===== config.mk =====
export PLATFORM = sky130hd
export DESIGN_NAME = store_buffer
export DESIGN_NICKNAME = d
export VERILOG_FILES = /design/src/rtl/store_buffer.sv
export SDC_FILE = /design/constraint.sdc
export NUM_CORES = 1
export LEC_CHECK = 0
export CAP_MARGIN = 40
export CORE_ASPECT_RATIO = 1.25
export CORE_MARGIN = 3
export CORE_UTILIZATION = 49
export DETAILED_ROUTE_END_ITERATION = 10
export PLACE_DENSITY = 0.7
export SETUP_SLACK_MARGIN = 0.05
export SLEW_MARGIN = 20
export SYNTH_ARGS = -nofsm -noshare
export SYNTH_HDL_FRONTEND = slang
export SYNTH_SLANG_ARGS = --single-unit

===== constraint.sdc =====
create_clock -name clk -period 5.46 [get_ports clk]
set_input_delay 0.546 -clock clk [delete_from_list [all_inputs] [get_ports clk]]
set_output_delay 0.546 -clock clk [all_outputs]
set_load 0.1 [all_outputs]

===== src/rtl/store_buffer.sv =====
// In-order write-through store buffer: the cache pushes stores into a small FIFO that
// drains one entry at a time to data memory over a req/ack handshake. ld_conflict
// flags a load whose word address matches any store still waiting in the buffer.
module store_buffer #(
  parameter int unsigned ADDR_WIDTH = 32,
  parameter int unsigned DATA_WIDTH = 32,
  parameter int unsigned DEPTH      = 4
) (
  input  logic                    clk,
  input  logic                    rst_n,
  input  logic                    st_valid,
  output logic                    st_ready,
  input  logic [ADDR_WIDTH-1:0]   st_addr,
  input  logic [2:0]              st_mode,
  input  logic [DATA_WIDTH-1:0]   st_data,
  input  logic [ADDR_WIDTH-1:0]   ld_addr,
  output logic                    ld_conflict,
  output logic                    mem_req,
  output logic [ADDR_WIDTH-1:0]   mem_addr,
  output logic [2:0]              mem_mode,
  output logic [DATA_WIDTH-1:0]   mem_wdata,
  input  logic                    mem_ack,
  output logic [$clog2(DEPTH):0]  count,
  output logic                    empty,
  output logic                    drained
);

  localparam int unsigned PtrW = $clog2(DEPTH);
  localparam int unsigned CntW = PtrW + 1;

  typedef enum logic [0:0] {StIdle, StReq} state_e;

  state_e              state_q, state_d;
  logic [PtrW-1:0]     wr_ptr_q, rd_ptr_q;
  logic [CntW-1:0]     count_q, count_d;
  logic [DEPTH-1:0]    valid_q;
  logic [ADDR_WIDTH-1:0] addr_q [DEPTH];
  logic [2:0]            mode_q [DEPTH];
  logic [DATA_WIDTH-1:0] data_q [DEPTH];

  logic push, pop;

  // Byte offset within the word never participates in the hazard compare.
  logic unused_ld_lsbs;
  assign unused_ld_lsbs = ^ld_addr[1:0];

  // Handshake decode; ready depends on occupancy only, never on mem_ack.
  always_comb begin
    st_ready = (count_q != CntW'(DEPTH));
    push     = st_valid && st_ready;
    pop      = (state_q == StReq) && mem_ack;
  end

  // Occupancy next-state; simultaneous push and pop leave it unchanged.
  always_comb begin
    count_d = count_q;
    unique case ({push, pop})
      2'b10:   count_d = count_q + CntW'(1);
      2'b01:   count_d = count_q - CntW'(1);
      default: count_d = count_q;
    endcase
  end

  // Drain FSM next-state: keep presenting while entries remain, no bubble between stores.
  always_comb begin
    state_d = state_q;
    unique case (state_q)
      StIdle: if (push || (count_q != '0)) state_d = StReq;
      StReq:  if (pop && (count_d == '0)) state_d = StIdle;
      default: state_d = StIdle;
    endcase
  end

  // Control state: pointers, occupancy, valid bits and FSM.
  always_ff @(posedge clk or negedge rst_n) begin
    if (!rst_n) begin
      state_q  <= StIdle;
      wr_ptr_q <= '0;
      rd_ptr_q <= '0;
      count_q  <= '0;
      valid_q  <= '0;
    end else begin
      state_q <= state_d;
      count_q <= count_d;
      if (pop) begin
        valid_q[rd_ptr_q] <= 1'b0;
        rd_ptr_q          <= rd_ptr_q + PtrW'(1);
      end
      if (push) begin
        valid_q[wr_ptr_q] <= 1'b1;
        wr_ptr_q          <= wr_ptr_q + PtrW'(1);
      end
    end
  end

  // Entry payload capture; not reset since valid bits gate every use.
  always_ff @(posedge clk) begin
    if (push) begin
      addr_q[wr_ptr_q] <= st_addr;
      mode_q[wr_ptr_q] <= st_mode;
      data_q[wr_ptr_q] <= st_data;
    end
  end

  // Memory-side outputs come straight from the head entry.
  always_comb begin
    mem_req   = (state_q == StReq);
    mem_addr  = addr_q[rd_ptr_q];
    mem_mode  = mode_q[rd_ptr_q];
    mem_wdata = data_q[rd_ptr_q];
    count     = count_q;
    empty     = (count_q == '0);
    drained   = empty && (state_q == StIdle);
  end

  // Word-granular hazard check against every still-valid entry (registered state only).
  always_comb begin
    ld_conflict = 1'b0;
    for (int i = 0; i < int'(DEPTH); i++) begin
      if (valid_q[i] && (addr_q[i][ADDR_WIDTH-1:2] == ld_addr[ADDR_WIDTH-1:2])) begin
        ld_conflict = 1'b1;
      end
    end
  end

endmodule

Yosys cells after proc, flatten, opt, wreduce, memory -nomap -nowiden
Memories as Yosys holds them, arrays and structs flattened.
Cells that the tools add are included.
{"block": "word_totals", "register_bits": 12, "mem_bits_rw": 268, "inputBits": 103, "elab_cells": 57, "memories": 3}
{"block": "classes", "addsub": 4, "magnitude_cmp": 4, "eq_ne": 7, "mux": 16, "n_bitwise": 4, "reduce_logical": 14}
{"name": "addr_q", "words": 4, "width": 32, "read_ports": 5, "rd_ports_with_merged_regs": 0, "write_ports": 1, "line_no": "37", "text": "logic [ADDR_WIDTH-1:0] addr_q [DEPTH];"}
{"name": "data_q", "words": 4, "width": 32, "read_ports": 1, "rd_ports_with_merged_regs": 0, "write_ports": 1, "line_no": "39", "text": "logic [DATA_WIDTH-1:0] data_q [DEPTH];"}
{"name": "mode_q", "words": 4, "width": 3, "read_ports": 1, "rd_ports_with_merged_regs": 0, "write_ports": 1, "line_no": "38", "text": "logic [2:0] mode_q [DEPTH];"}
{"cell": "$eq 30x30->1", "count": 4}
{"cell": "$logic_and 1x1->1", "count": 10}
{"cell": "$mux 1", "count": 10}
{"cell": "$mux 4", "count": 2}
{"cell": "$logic_not 3->1", "count": 2}
{"cell": "$lt 2x3->1 const B", "count": 2}
{"cell": "$pmux 3 s2", "count": 1}
{"cell": "$add 2x1->2 const B", "count": 2}
{"cell": "$and 4x4->4", "count": 1}
{"cell": "$demux 1 s2", "count": 2}
{"cell": "$ge 2x1->1 const B", "count": 2}
{"cell": "$not 4->4", "count": 1}
{"cell": "$or 4x4->4", "count": 1}
{"cell": "$add 3x1->3 const B", "count": 1}
{"cell": "$ne 3x3->1 const B", "count": 1}
{"cell": "$reduce_bool 3->1", "count": 1}
{"cell": "$sub 3x1->3 const B", "count": 1}
{"cell": "$eq 2x1->1 const B", "count": 1}
{"cell": "$eq 2x2->1 const B", "count": 1}
{"cell": "$pmux 1 s2", "count": 1}
{"cell": "$logic_or 1x1->1", "count": 1}
{"cell": "$not 1->1", "count": 1}

Logic depth before layout (Yosys ltp)
Gate-level depths: netlist (run 1).
{"block": "depth", "depth_word": 9, "mapped_depth": 11, "mapped_depth_nobuf": 11}

Worst setup path before layout (run 1)
OpenSTA, ideal clock, no wires.
{"block": "synth_timing", "kind": "register to output", "from": "register count_q[0], in the netlist count[0]", "to": "output drained", "t_arrival_ps": 3871, "path_slack_ps": 1043, "path_stages_with_launch": 2, "n_path_buf": 0, "path_cell_list": "dfrtp_1 -> nor4_1"}
{"block": "synth_via", "elab_chain_len": 2}
{"item": "from (decl)", "line_no": "35", "text": "logic [CntW-1:0] count_q, count_d;"}
{"item": "from (signal assigned)", "line_no": "84", "text": "count_q <= count_d;"}
{"item": "$logic_not 3->1", "line_no": "112", "text": "empty = (count_q == '0);"}
{"item": "$logic_and 1x1->1", "line_no": "113", "text": "drained = empty && (state_q == StIdle);"}
{"item": "to (decl)", "line_no": "25", "text": "output logic drained"}
No other way between the ends.

Worst setup path in the final report (run 1)
{"block": "layout_timing", "from": "register rd_ptr_q[0]", "to": "output mem_addr[29]"}
{"block": "layout_via", "elab_chain_len": 1}
{"item": "from (decl)", "line_no": "34", "text": "logic [PtrW-1:0] wr_ptr_q, rd_ptr_q;"}
{"item": "from (signal assigned)", "line_no": "87", "text": "rd_ptr_q <= rd_ptr_q + PtrW'(1);"}
{"item": "$mem_v2 4x32"}
{"item": "to (decl)", "line_no": "19", "text": "output logic [ADDR_WIDTH-1:0] mem_addr,"}
No other way between the ends.

==> impl_metrics.py, run 1 <==
metrics = {
    "final_layout": {
        "fillers": 1475,
        "layout_common_cells": "edfxtp_1 (268), clkdlybuf4s50_1 (175), xnor2_1 (79)",
        "nets": 961,
        "layout-drive-gt1-share_pct": 22.9,
        "finish.utilization_pct": 68.4,
        "area_growth_pct": 35.9,
        "final_common_cell": "edfxtp_1",
        "fin_cells": 1157,
    },
    "logic_synthesis": {
        "ys.flop_type": "edfxtp_1",
        "synth_edf_count": 268,
        "synthTopCellsByArea": "edfxtp_1 (69%), mux4_2 (13%), xnor2_1 (5.9%)",
        "async_flop_share_pct": 4.29,
        "ys_types": 27,
        "ys_seq_area_share_pct": 71.2,
        "syn_inst": 590,
        "yosysTopAreaCell": "edfxtp_1",
        "avgSynthCellArea_um2": 19.9,
        "syn_area_um2": 11700,
        "yosysTopAreaCellShare_pct": 68.7,
        "synth_seq_cells": 280,
        "yosysWarningCount": 0,
        "synth_nets": 703,
    },
    "worst_setup_path": {
        "cp.required_ns": 4.91,
        "cp_slowest_cell": "dfrtp_4",
        "setup.worst_path.start": "rd_ptr_q[0]",
        "worstReg2RegStart": "count[0]",
        "max_stage_delay_ns": 0.70,
        "crit_path_start_kind": "flip-flop",
        "worstPathArrival_ns": 3.04,
        "crit_buf_inv": 4,
        "crit_type": "reg2out",
        "crit_family": "buffers and inverters",
        "crit_path_cell_trace": "buf_16 > buf_4 > mux4_2 > clkdlybuf4s50_1 > buf_8",
        "crit_fanout": 29,
        "crit_path_end_kind": "output pin",
    },
    "clocking": {
        "clock_tree.root_cell": "clkbuf_16",
        "postCtsSetupRepairBufs": 0,
        "holdBufCountCts": 0,
        "cts_buffer_depth": 3,
        "clk_pin_slew_ns": 0.06,
        "numCtsBuffers": 28,
        "cts_sinks": 280,
        "cts_max_level": 1,
        "cts.repair.resized": 0,
        "clk-insertion-delay-late_ns": 0.53,
        "cts_tree": "done",
    },
    "job": {
        "cap_violations": 0,
    },
    "grt": {
        "grt_pass1_vias": 7003,
        "grt_pass1_wl_mm": 40.9,
        "grt_max_degree": 44,
        "grtUsageTotal_pct": 21.2,
        "antenna_found_initial": 3,
        "grt_overflow": 0,
    },
    "timing": {
        "final.setup_skew_ns": 0.00917,
        "fmax_ghz": 0.279,
        "maxSlewHeadroom_pct": 51.5,
        "timing.final.crit_share_pct": 65.6,
        "period_needed_ns": 3.58,
        "finalHoldViolCount": 0,
        "setup_viol": 0,
        "tightest_slew_ns": 0.727,
        "rsz0062_at_grt": "no",
        "final.setup.tns_ns": 0,
        "final_max_slew_viol_count": 0,
    },
    "drt": {
        "wire_per_inst_um": 23.3,
        "ant_nets": 0,
        "viasPerCell": 5.52,
        "drtIter0Drc": 413,
        "drt_wl_total_mm": 26.9,
        "drcViolationCount": 0,
        "firstDrtPassIters": 4,
        "num_vias": 6381,
    },
    "placed_design": {
        "place_congestion": 0.875,
        "dp_hpwl_mm": 18.7,
        "portBuffers": 175,
        "dp.cells": 1106,
    },
    "floorplan": {
        "dieHeight_um": 179,
        "rows": 62,
        "num_io_pins": 178,
        "dieArea_um2": 25800,
        "die_w_um": 144,
        "initial_core_util_pct": 50.4,
        "core_area_um2": 23300,
    },
    "status": {
        "outcome": "completed",
    },
    "worst_hold_path": {
        "min_path_type": "in2async",
    },
}
## worst register-to-register path: cells and delay by family (launching register included)
| kind | cells | cell delay (ns) |
|---|---|---|
| AND/OR/NAND/NOR | 2 | 0.92 |
| buffers and inverters | 2 | 0.81 |
| flip-flops | 1 | 0.44 |
## flip-flops by register name, summed over array words and instances (netlist names)
name / flops
addr_q: 128
count: 3
data_q: 128
mem_req: 1
mode_q: 12
rd_ptr_q: 2
valid_q: 4
wr_ptr_q: 2
## area by class of cell
cell class,instances,area [um2],area share (%)
clock inverters,18,90.1,0.566
flip-flops and latches,280,8350,52.5
well taps,288,360,2.26
clock buffers,32,737,4.63
inverters,9,33.8,0.212
diodes,1,2.50,0.0157
repair buffers,261,3200,20.1
multi-input cells,268,3150,19.8
## cells in the mapped netlist, types with 2 or more instances
cell type	instances
xor2_1	46
dfrtp_1	12
and3_1	4
edfxtp_1	268
buf_4	4
o21ai_0	2
nor4_1	17
mux4_2	67
clkbuf_1	21
inv_1	9
a21o_1	4
xnor2_1	79
nand2_1	6
buf_12	3
buf_2	4
nand4_1	25
ha_1	9
## per-layer routing
metal  part of all wire (%)  global-route usage [%]
met3                    6.1                    3.82
met5                   0.10                       0
met4                    3.1                    6.34
met1                     39                    28.3
met2                     51                    35.7
## through the flow
step	worst slack, ns	hold WS (ns)	instance area [um2]
5_1_grt	1.72	0.397	15900
2_1_floorplan	1.04	0.250	11700
4_1_cts	1.79	0.371	15900
3_3_place_gp	1.54	0.478	13700
3_5_place_dp	1.94	0.494	15100
6_report	1.88	0.372	15900
## logic make-up after synthesis
group,share of synthesized area [%]
AOI/OAI and AO/OA,0.438
and+or+nand+nor,2.89
adders and majority gates,1.13
DFF,71.2
buffers and inverters,2.00
xor gates and xnor gates,9.34
muxes,13.0
## final timing paths
| path | to | slack (ns) | cells after the start |
|---|---|---|---|
| max | mem_addr[29] | 1.88 | 5 |
| min | count[1] | 0.37 | 1 |
| max reg2reg | addr_q[3][16] | 2.86 | 4 |
| min reg2reg | valid_q[3] | 0.51 | 1 |
| max in group asynchronous | rd_ptr_q[0] | 4.69 | 1 |
| min in group clk | valid_q[3] | 0.51 | 1 |
Power of run 1 is not shown: default switching activity piles up to over one toggle a cycle in this logic, so the estimate is an artifact.
==> inputs of run 2 (changes only) <==
--- a/config.mk
+++ b/config.mk
@@ -10,7 +10,7 @@
 export CORE_MARGIN = 3
 export CORE_UTILIZATION = 49
 export DETAILED_ROUTE_END_ITERATION = 10
-export PLACE_DENSITY = 0.7
+export PLACE_DENSITY = 0.73
 export SETUP_SLACK_MARGIN = 0.05
 export SLEW_MARGIN = 20
 export SYNTH_ARGS = -nofsm -noshare
==> constraint.sdc (replaced) <==
create_clock -name clk -period 3.2 [get_ports clk]
set_input_delay 0.32 -clock clk [delete_from_list [all_inputs] [get_ports clk]]
set_output_delay 0.32 -clock clk [all_outputs]
set_load 0.1 [all_outputs]
==> impl_metrics.py, run 2 (synthesis results as in run 1) <==
metrics = {
    "drt": {
        "viasPerCell": 5.65,
        "wire_per_inst_um": 24.0,
        "firstDrtPassIters": 5,
        "drt_wl_total_mm": 26.0,
        "num_vias": 6121,
        "drtIter0Drc": 322,
        "ant_nets": 0,
        "drcViolationCount": 0,
    },
    "final_layout": {
        "layout_common_cells": "edfxtp_1 (268), clkdlybuf4s50_1 (103), xnor2_1 (79), buf_4 (79), mux4_2 (67)",
        "ff_latch_area_um2": 8350,
        "area_growth_pct": 24.3,
        "nets": 889,
        "fillers": 1644,
        "top_regs": "addr_q (128), data_q (128), mode_q (12)",
        "final_common_cell": "edfxtp_1",
        "layout-drive-gt1-share_pct": 25.5,
        "multiInputGateArea_um2": 3160,
    },
    "job": {
        "cap_violations": 0,
    },
    "worst_setup_path": {
        "reg2reg_depth": 11,
        "setup.worst_path.start": "rd_ptr_q[0]",
        "worstPathArrival_ns": 2.48,
        "crit_type": "reg2out",
        "cp.required_ns": 2.88,
        "crit_path_end_kind": "output pin",
        "crit_path_start_kind": "flip-flop",
        "worstReg2RegStart": "count[0]",
        "crit_fanout": 23,
    },
    "clocking": {
        "cts_sinks": 280,
        "clk-insertion-delay-late_ns": 0.52,
        "cts_max_level": 1,
        "cts_buffer_depth": 3,
        "clock_tree.root_cell": "clkbuf_16",
        "numCtsBuffers": 27,
        "clk_pin_slew_ns": 0.07,
        "holdBufCountCts": 0,
        "cts_tree": "done",
        "postCtsSetupRepairBufs": 0,
        "cts.repair.resized": 0,
    },
    "grt": {
        "grtUsageTotal_pct": 20.2,
        "grt_pass1_vias": 6663,
        "grt_pass1_wl_mm": 38.9,
        "grt_overflow": 0,
        "antenna_found_initial": 3,
        "grt_max_degree": 69,
    },
    "timing": {
        "setup_viol": 0,
        "rsz0062_at_grt": "no",
        "maxSlewHeadroom_pct": 62.1,
        "final_max_slew_viol_count": 0,
        "finalHoldViolCount": 0,
        "final.setup_skew_ns": 0.0125,
        "tightest_slew_ns": 0.568,
        "timing.final.crit_share_pct": 87.6,
        "final.setup.tns_ns": 0,
        "period_needed_ns": 2.80,
        "fmax_ghz": 0.357,
    },
    "floorplan": {
        "num_io_pins": 178,
        "dieHeight_um": 179,
        "dieArea_um2": 25800,
        "initial_core_util_pct": 50.4,
        "rows": 62,
        "core_area_um2": 23300,
        "die_w_um": 144,
    },
    "placed_design": {
        "dp_hpwl_mm": 17.9,
        "portBuffers": 175,
        "place_congestion": 0.878,
    },
    "worst_hold_path": {
        "min_path_type": "in2async",
    },
    "status": {
        "outcome": "completed",
    },
}
==> run 2: cell types whose count changed in the layout (fill, tap and decap cells not counted), moves of 4 or more <==
cell / previous run / this run
buf_12: 1 / 5
buf_16: 16 / 0
buf_4: 7 / 79
buf_8: 62 / 3
bufinv_16: 0 / 4
clkdlybuf4s50_1: 175 / 103
==> run 2: per-layer routing <==
metal	GRT usage, %	part of all wire, %
met5	0	0.081
met4	5.99	3.4
met3	5.26	7.5
met2	34.4	52
met1	25.8	37
==> run 2: path summary, 6_finish.rpt <==
path / slack, ns / endpoint
worst max register to register: 0.79 / mem_req
min in group clk: 0.43 / addr_q[3][28]
worst max-delay path: 0.40 / mem_addr[6]
max in group asynchronous: 2.62 / rd_ptr_q[0]
worst min register to register: 0.53 / valid_q[3]
worst min-delay path: 0.16 / count[2]
==> run 2: per-stage QoR <==
stage          instances  hold slack [ns]  area [um2]  setup WS, ns  util [%]
6_report            1084            0.157       14600         0.397      62.6
5_1_grt             1084            0.195       14600         0.254      62.6
4_1_cts             1083            0.160       14600         0.344      62.6
3_5_place_dp        1035            0.524       13700         0.492      58.8
3_3_place_gp        1032            0.506       13600         0.609      58.6
2_1_floorplan        590           0.0244       11700        0.0391         -
==> run 2: critical path, cell delays in order, from the launching register on <==
cell and delay, ns:
dfrtp_4 0.79, buf_4 0.35, mux4_2 0.55, buf_4 0.25
==> run 2: final cells by class <==
cell class | count | share of cell area [%]
diodes | 1 | 0.0172
clock buffers | 30 | 4.72
clock inverters | 18 | 1.35
inverters | 9 | 0.232
multi-input cells | 268 | 21.7
flip-flops and latches | 280 | 57.4
well taps | 288 | 2.47
repair buffers | 190 | 12.1
Power of run 2 is left out for the same reason.
